File: config.mk
export PLATFORM = sky130hd
export DESIGN_NAME = red_pipe_flat
export DESIGN_NICKNAME = d
export VERILOG_FILES = /design/src/rtl/red_pipe_if.sv /design/src/rtl/red_pipe.sv /design/src/flat_wrapper.sv
export SDC_FILE = /design/constraint.sdc
export NUM_CORES = 1
export LEC_CHECK = 0
export ABC_AREA = 1
export BUFFER_PORTS_ARGS = -buffer_cell sky130_fd_sc_hd__clkbuf_2
export CAP_MARGIN = 40
export CORE_MARGIN = 4
export CORE_UTILIZATION = 45
export DETAILED_ROUTE_END_ITERATION = 8
export SYNTH_ARGS = -nofsm -noshare
export SYNTH_HDL_FRONTEND = slang
export SYNTH_SLANG_ARGS = --single-unit
File: constraint.sdc
create_clock -name clk -period 2.47 [get_ports clk]
set_clock_uncertainty 0.05 [all_clocks]
set_input_delay 0.3705 -clock clk [delete_from_list [all_inputs] [get_ports clk]]
set_output_delay 0.3705 -clock clk [all_outputs]
set_load 0.005 [all_outputs]
File: src/rtl/red_pipe_if.sv
// Handshake bundle for red_pipe: issue side (in_*) and writeback side (out_*).
interface red_pipe_if #(
   parameter int unsigned DATA_W = 16,
   parameter int unsigned OUT_W  = 16
);
   logic              in_valid;
   logic              in_ready;
   logic [DATA_W-1:0] in_data;
   logic              in_signed;
   logic              in_acc;
   logic              out_valid;
   logic              out_ready;
   logic [OUT_W-1:0]  out_result;
   logic              out_ovf;

   modport master (
      output in_valid, in_data, in_signed, in_acc, out_ready,
      input  in_ready, out_valid, out_result, out_ovf
   );

   modport slave (
      input  in_valid, in_data, in_signed, in_acc, out_ready,
      output in_ready, out_valid, out_result, out_ovf
   );
endinterface

File: src/rtl/red_pipe.sv
// Pipelined packed-lane reduction: lane extend, registered adder tree, then an
// accumulate stage with wrap/saturate. One global stall enable for all stages.
module red_pipe #(
   parameter int unsigned DATA_W = 16,
   parameter int unsigned LANE_W = 4,
   parameter int unsigned OUT_W  = 16,
   parameter bit          SAT    = 1'b0
) (
   input logic       clk,
   input logic       rst,
   red_pipe_if.slave bus
);
   localparam int unsigned LANES = DATA_W / LANE_W;
   localparam int unsigned L     = $clog2(LANES);
   localparam int unsigned NP    = 1 << L;
   localparam int unsigned TW    = LANE_W + 1 + L;
   localparam int unsigned EW    = OUT_W + 1;

   localparam logic [OUT_W-1:0] U_MAX = '1;
   localparam logic [OUT_W-1:0] S_MAX = {1'b0, {(OUT_W-1){1'b1}}};
   localparam logic [OUT_W-1:0] S_MIN = {1'b1, {(OUT_W-1){1'b0}}};

   if ((DATA_W % LANE_W) != 0 || LANES < 2) begin : g_bad_lanes
      $error("red_pipe: DATA_W must be a multiple of LANE_W with at least two lanes");
   end
   if (OUT_W < TW) begin : g_bad_outw
      $error("red_pipe: OUT_W must be at least LANE_W+1+clog2(LANES)");
   end

   logic                 en;
   logic [NP*LANE_W-1:0] pad_data;
   logic [TW-1:0]        ext_lane [NP];
   logic [L:0]           vld_q;
   logic [L:0]           sgn_q;
   logic [L:0]           cont_q;
   logic [TW-1:0]        tree_sum;

   logic                 out_valid_q, out_valid_d;
   logic [OUT_W-1:0]     acc_q, acc_d;
   logic                 ovf_q, ovf_d;
   logic                 op_sgn;
   logic                 ovf_hit;
   logic [EW-1:0]        t_ext, a_ext, sum_w;

   assign en           = ~out_valid_q | bus.out_ready;
   assign bus.in_ready = en;

   always_comb begin
      pad_data           = '0;
      pad_data[DATA_W-1:0] = bus.in_data;
      for (int unsigned i = 0; i < NP; i++) begin
         ext_lane[i] = {{(TW-LANE_W){bus.in_signed & pad_data[i*LANE_W + LANE_W - 1]}},
                        pad_data[i*LANE_W +: LANE_W]};
      end
   end

   always_ff @(posedge clk or posedge rst) begin
      if (rst) begin
         vld_q <= '0;
      end else if (en) begin
         vld_q <= {vld_q[L-1:0], bus.in_valid};
      end
   end

   always_ff @(posedge clk) begin
      if (en) begin
         sgn_q  <= {sgn_q[L-1:0], bus.in_signed};
         cont_q <= {cont_q[L-1:0], bus.in_acc};
      end
   end

   // Every tree level is TW wide; lanes are pre-extended so the sums are exact.
   for (genvar k = 0; k <= L; k++) begin : g_stg
      localparam int unsigned N = NP >> k;
      logic [TW-1:0] sum_q [N];
      if (k == 0) begin : g_ext
         always_ff @(posedge clk) begin
            if (en) begin
               sum_q <= ext_lane;
            end
         end
      end else begin : g_add
         always_ff @(posedge clk) begin
            if (en) begin
               for (int unsigned i = 0; i < N; i++) begin
                  sum_q[i] <= g_stg[k-1].sum_q[2*i] + g_stg[k-1].sum_q[2*i+1];
               end
            end
         end
      end
   end

   assign tree_sum = g_stg[L].sum_q[0];

   always_comb begin
      op_sgn      = sgn_q[L];
      t_ext       = {{(EW-TW){op_sgn & tree_sum[TW-1]}}, tree_sum};
      a_ext       = {op_sgn & acc_q[OUT_W-1], acc_q};
      sum_w       = a_ext + t_ext;
      ovf_hit     = op_sgn ? (sum_w[OUT_W] ^ sum_w[OUT_W-1]) : sum_w[OUT_W];
      out_valid_d = out_valid_q;
      acc_d       = acc_q;
      ovf_d       = ovf_q;
      if (en) begin
         out_valid_d = vld_q[L];
         if (vld_q[L]) begin
            if (!cont_q[L]) begin
               acc_d = t_ext[OUT_W-1:0];
               ovf_d = 1'b0;
            end else if (ovf_hit) begin
               ovf_d = 1'b1;
               if (SAT) begin
                  acc_d = !op_sgn ? U_MAX : (sum_w[OUT_W] ? S_MIN : S_MAX);
               end else begin
                  acc_d = sum_w[OUT_W-1:0];
               end
            end else begin
               acc_d = sum_w[OUT_W-1:0];
            end
         end
      end
   end

   always_ff @(posedge clk or posedge rst) begin
      if (rst) begin
         out_valid_q <= 1'b0;
         acc_q       <= '0;
         ovf_q       <= 1'b0;
      end else begin
         out_valid_q <= out_valid_d;
         acc_q       <= acc_d;
         ovf_q       <= ovf_d;
      end
   end

   assign bus.out_valid  = out_valid_q;
   assign bus.out_result = acc_q;
   assign bus.out_ovf    = ovf_q;
endmodule

File: src/flat_wrapper.sv
// flat-port wrapper written by rule: the top's interface ports become plain ports
module red_pipe_flat 
#(
   parameter int unsigned DATA_W = 16,
   parameter int unsigned LANE_W = 4,
   parameter int unsigned OUT_W  = 16,
   parameter bit          SAT    = 1'b0
)
  (clk, rst, bus_in_valid, bus_in_data, bus_in_signed, bus_in_acc, bus_out_ready, bus_in_ready, bus_out_valid, bus_out_result, bus_out_ovf);
  red_pipe_if #(.DATA_W(DATA_W), .OUT_W(OUT_W)) bus_i ();
  input logic clk;
  input logic rst;
  input wire logic [$bits(bus_i.in_valid)-1:0] bus_in_valid;
  input wire logic [$bits(bus_i.in_data)-1:0] bus_in_data;
  input wire logic [$bits(bus_i.in_signed)-1:0] bus_in_signed;
  input wire logic [$bits(bus_i.in_acc)-1:0] bus_in_acc;
  input wire logic [$bits(bus_i.out_ready)-1:0] bus_out_ready;
  output wire logic [$bits(bus_i.in_ready)-1:0] bus_in_ready;
  output wire logic [$bits(bus_i.out_valid)-1:0] bus_out_valid;
  output wire logic [$bits(bus_i.out_result)-1:0] bus_out_result;
  output wire logic [$bits(bus_i.out_ovf)-1:0] bus_out_ovf;
  assign bus_i.in_valid = bus_in_valid;
  assign bus_i.in_data = bus_in_data;
  assign bus_i.in_signed = bus_in_signed;
  assign bus_i.in_acc = bus_in_acc;
  assign bus_i.out_ready = bus_out_ready;
  assign bus_in_ready = bus_i.in_ready;
  assign bus_out_valid = bus_i.out_valid;
  assign bus_out_result = bus_i.out_result;
  assign bus_out_ovf = bus_i.out_ovf;
  red_pipe #(.DATA_W(DATA_W), .LANE_W(LANE_W), .OUT_W(OUT_W), .SAT(SAT)) u_core (.clk(clk), .rst(rst), .bus(bus_i));
endmodule
==> reports/qor.yml <==
run_status:
  status: "finished, final reports clean"
power:
  power_density_nw_per_um2: 1420
  total_power_mw: 6.11
  leakage_nw: 2.07
  peakVddDrop_uv: 504
synthesis:
  ys_warn_count: 0
  ys_ff_latch: 66
  synth_edf_count: 45
  syn_area_um2: 3750
  synth_nets: 459
  synthCells: 410
  synth_flop_cell: "edfxtp_1"
  netlist-cell-type-count: 30
  async_flop_share: 0.318
  syn_area_per_cell_um2: 9.14
  yosysSeqAreaShare: 0.501
global_routing:
  grt_max_degree: 47
  use_met3: 0.0330
  met1_usage: 0.213
  top_usage_layer: "met2"
  track_usage: 0.162
  grt_pass1_wl_um: 12700
  grt_pass1_vias: 2776
  grt_remaining_overflow: 0
  antenna_found_initial: 0
  met2_usage: 0.267
finish:
  n_antenna_cell: 0
  drive_gt1_frac: 0.175
  final_cell_count_no_fill: 573
  design_area_um2: 4300
  nets: 512
  syn_to_final_growth_pct: 14.6
  final_common_cell: "nand2_1"
  layout_common_cells: "90 x nand2_1, 56 x inv_1, 45 x edfxtp_1"
sta:
  worst_pin_slew_ps: 549
  finalMaxSlewViolations: 0
  max_freq_mhz: 471
  finalSetupViolCount: 0
  min_period_over_period: 0.860
  relSlewSlack: 0.634
  final-hold-violation-count: 0
  hold_ws_ps: 155
  fin_tns_setup_ps: 0
  rsz0062_at_grt: "false"
  fin_crit_ps: 2130
placement:
  gp_congestion: 0.899
  port-buffer-count: 40
  detailed_place_hpwl_um: 5520
  placement.cell_area_um2: 4100
  placed_cells: 556
clocking:
  clock-root-buffer: "clkbuf_8"
  cts_setup_buffers: 0
  htree_levels: 3
  cts_buffers: 9
  clk_latency_ps: 330
  cts_buffer_depth: 2
  cts_tree: "done"
  post_cts_resized: 0
  cts.sinks: 66
  path_clk_slew_ps: 80
worst_setup_path:
  worstSetupStartpointType: "flip-flop"
  critPathMaxFanout: 5
  end_kind: "flip-flop"
  crit_type: "reg2reg"
  cp_data_arrival_time_ps: 2320
  required_ps: 2670
routing:
  drc: 0
  wl_per_cell_um: 13.1
  vias: 2884
  drtIter0Drc: 131
  vias_per_cell: 5.03
  first_pass_iters: 5
  routed_wl_um: 7530
  drtAntennaViolNets: 0
floorplan:
  die_area_um2: 9850
  die_h_um: 99.3
  ios: 41
  coreArea_um2: 8180
  std_cell_rows: 33
  start_util: 0.458
  die_x_um: 99.3
job:
  cap_violations: 0
hold_path:
  hp-class: "in2reg"
layer usage:
metal / wire, um / vias up
met4: 48 / 0
met5: 0 / -
met2: 3660 / 87
met1: 3330 / 1322
met3: 496 / 6
li1: - / 1469
synthesized netlist by cell type (7+ instances only):
| cell type | instances | area share |
|---|---|---|
| xor2_1 | 10 | 0.023 |
| dfrtp_1 | 21 | 0.14 |
| a21oi_1 | 31 | 0.041 |
| nand3_1 | 33 | 0.044 |
| a22oi_1 | 7 | 0.014 |
| o21ai_0 | 18 | 0.024 |
| nor2_1 | 26 | 0.026 |
| nand2_2 | 8 | 0.013 |
| ha_1 | 23 | 0.077 |
| nand2_1 | 90 | 0.090 |
| inv_1 | 57 | 0.057 |
| edfxtp_1 | 45 | 0.36 |
layout make-up:
type	count	area, um2
Inverter	61	229
Timing Repair Buffer	49	270
Clock inverter	5	56.3
Clock buffer	11	131
Tap cell	105	131
Fill cell	757	3880
Sequential cell	66	1880
Multi-Input combinational cell	276	1600
where the power goes:
| part | switching [mW] | internal (mW) | total [mW] |
|---|---|---|---|
| clock | 0.415 | 0.465 | 0.880 |
| sequential | 0.301 | 1.77 | 2.07 |
| combinational | 1.96 | 1.20 | 3.16 |
| total | 2.67 | 3.44 | 6.11 |
sequential cells by signal (all words and copies together), names as in the netlist:
name                   flops
u_core.bus.out_result     16
u_core.g_stg.sum_q        39
u_core.sgn_q               3
u_core.bus.out_ovf         1
u_core.bus.out_valid       1
u_core.cont_q              3
u_core.vld_q               3
kinds of logic (layout without fill, tap and decap cells):
family / count (synthesis) / count (layout) / synth area share
AND/OR/NAND/NOR: 166 / 166 / 0.192
AO/OA/AOI/OAI: 69 / 69 / 0.104
buffers and inverters: 68 / 126 / 0.0721
flip-flops: 66 / 66 / 0.501
adder cells (fa/ha/maj): 27 / 27 / 0.0982
XOR/XNOR: 14 / 14 / 0.0327
critical path: stages (launching register included):
cell	delay, ps
dfrtp_1	370
ha_1	190
inv_1	60
fa_1	390
inv_1	100
nand2_1	50
nand3_1	160
nand2_1	80
nand2_1	140
nand3_1	110
nand3_1	80
nand3_1	80
a22oi_1	170
final timing paths:
check / from / to / slack (ps) / cells after the start
max: u_core.bus.out_result[0]$_DFFE_PP0P_ / u_core.bus.out_result[12]$_DFFE_PP0P_ / 340 / 12
min: bus_in_data[6] / u_core.g_stg[0].sum_q[16]$_DFFE_PN_ / 160 / 1
max reg2reg: u_core.bus.out_result[0]$_DFFE_PP0P_ / u_core.bus.out_result[12]$_DFFE_PP0P_ / 340 / 12
min reg2reg: u_core.sgn_q[1]$_DFFE_PN_ / u_core.sgn_q[2]$_DFFE_PN_ / 370 / 0
max in group asynchronous: rst / u_core.bus.out_result[6]$_DFFE_PP0P_ / 1570 / 4
min in group asynchronous: rst / u_core.bus.out_result[13]$_DFFE_PP0P_ / 560 / 4
stage by stage:
stage,utilization,worst slack (ps)
floorplan,-,555
global placement,0.501,433
detailed placement,0.501,415
CTS,0.525,385
global route,0.525,182
finish,0.525,345
timing repair:
item / in CTS / in global routing
hold endpoints to repair: 6 / 0
setup endpoints to repair: 0 / 0
hold buffers: 1 / 0
(Power assumes the default switching activity.)
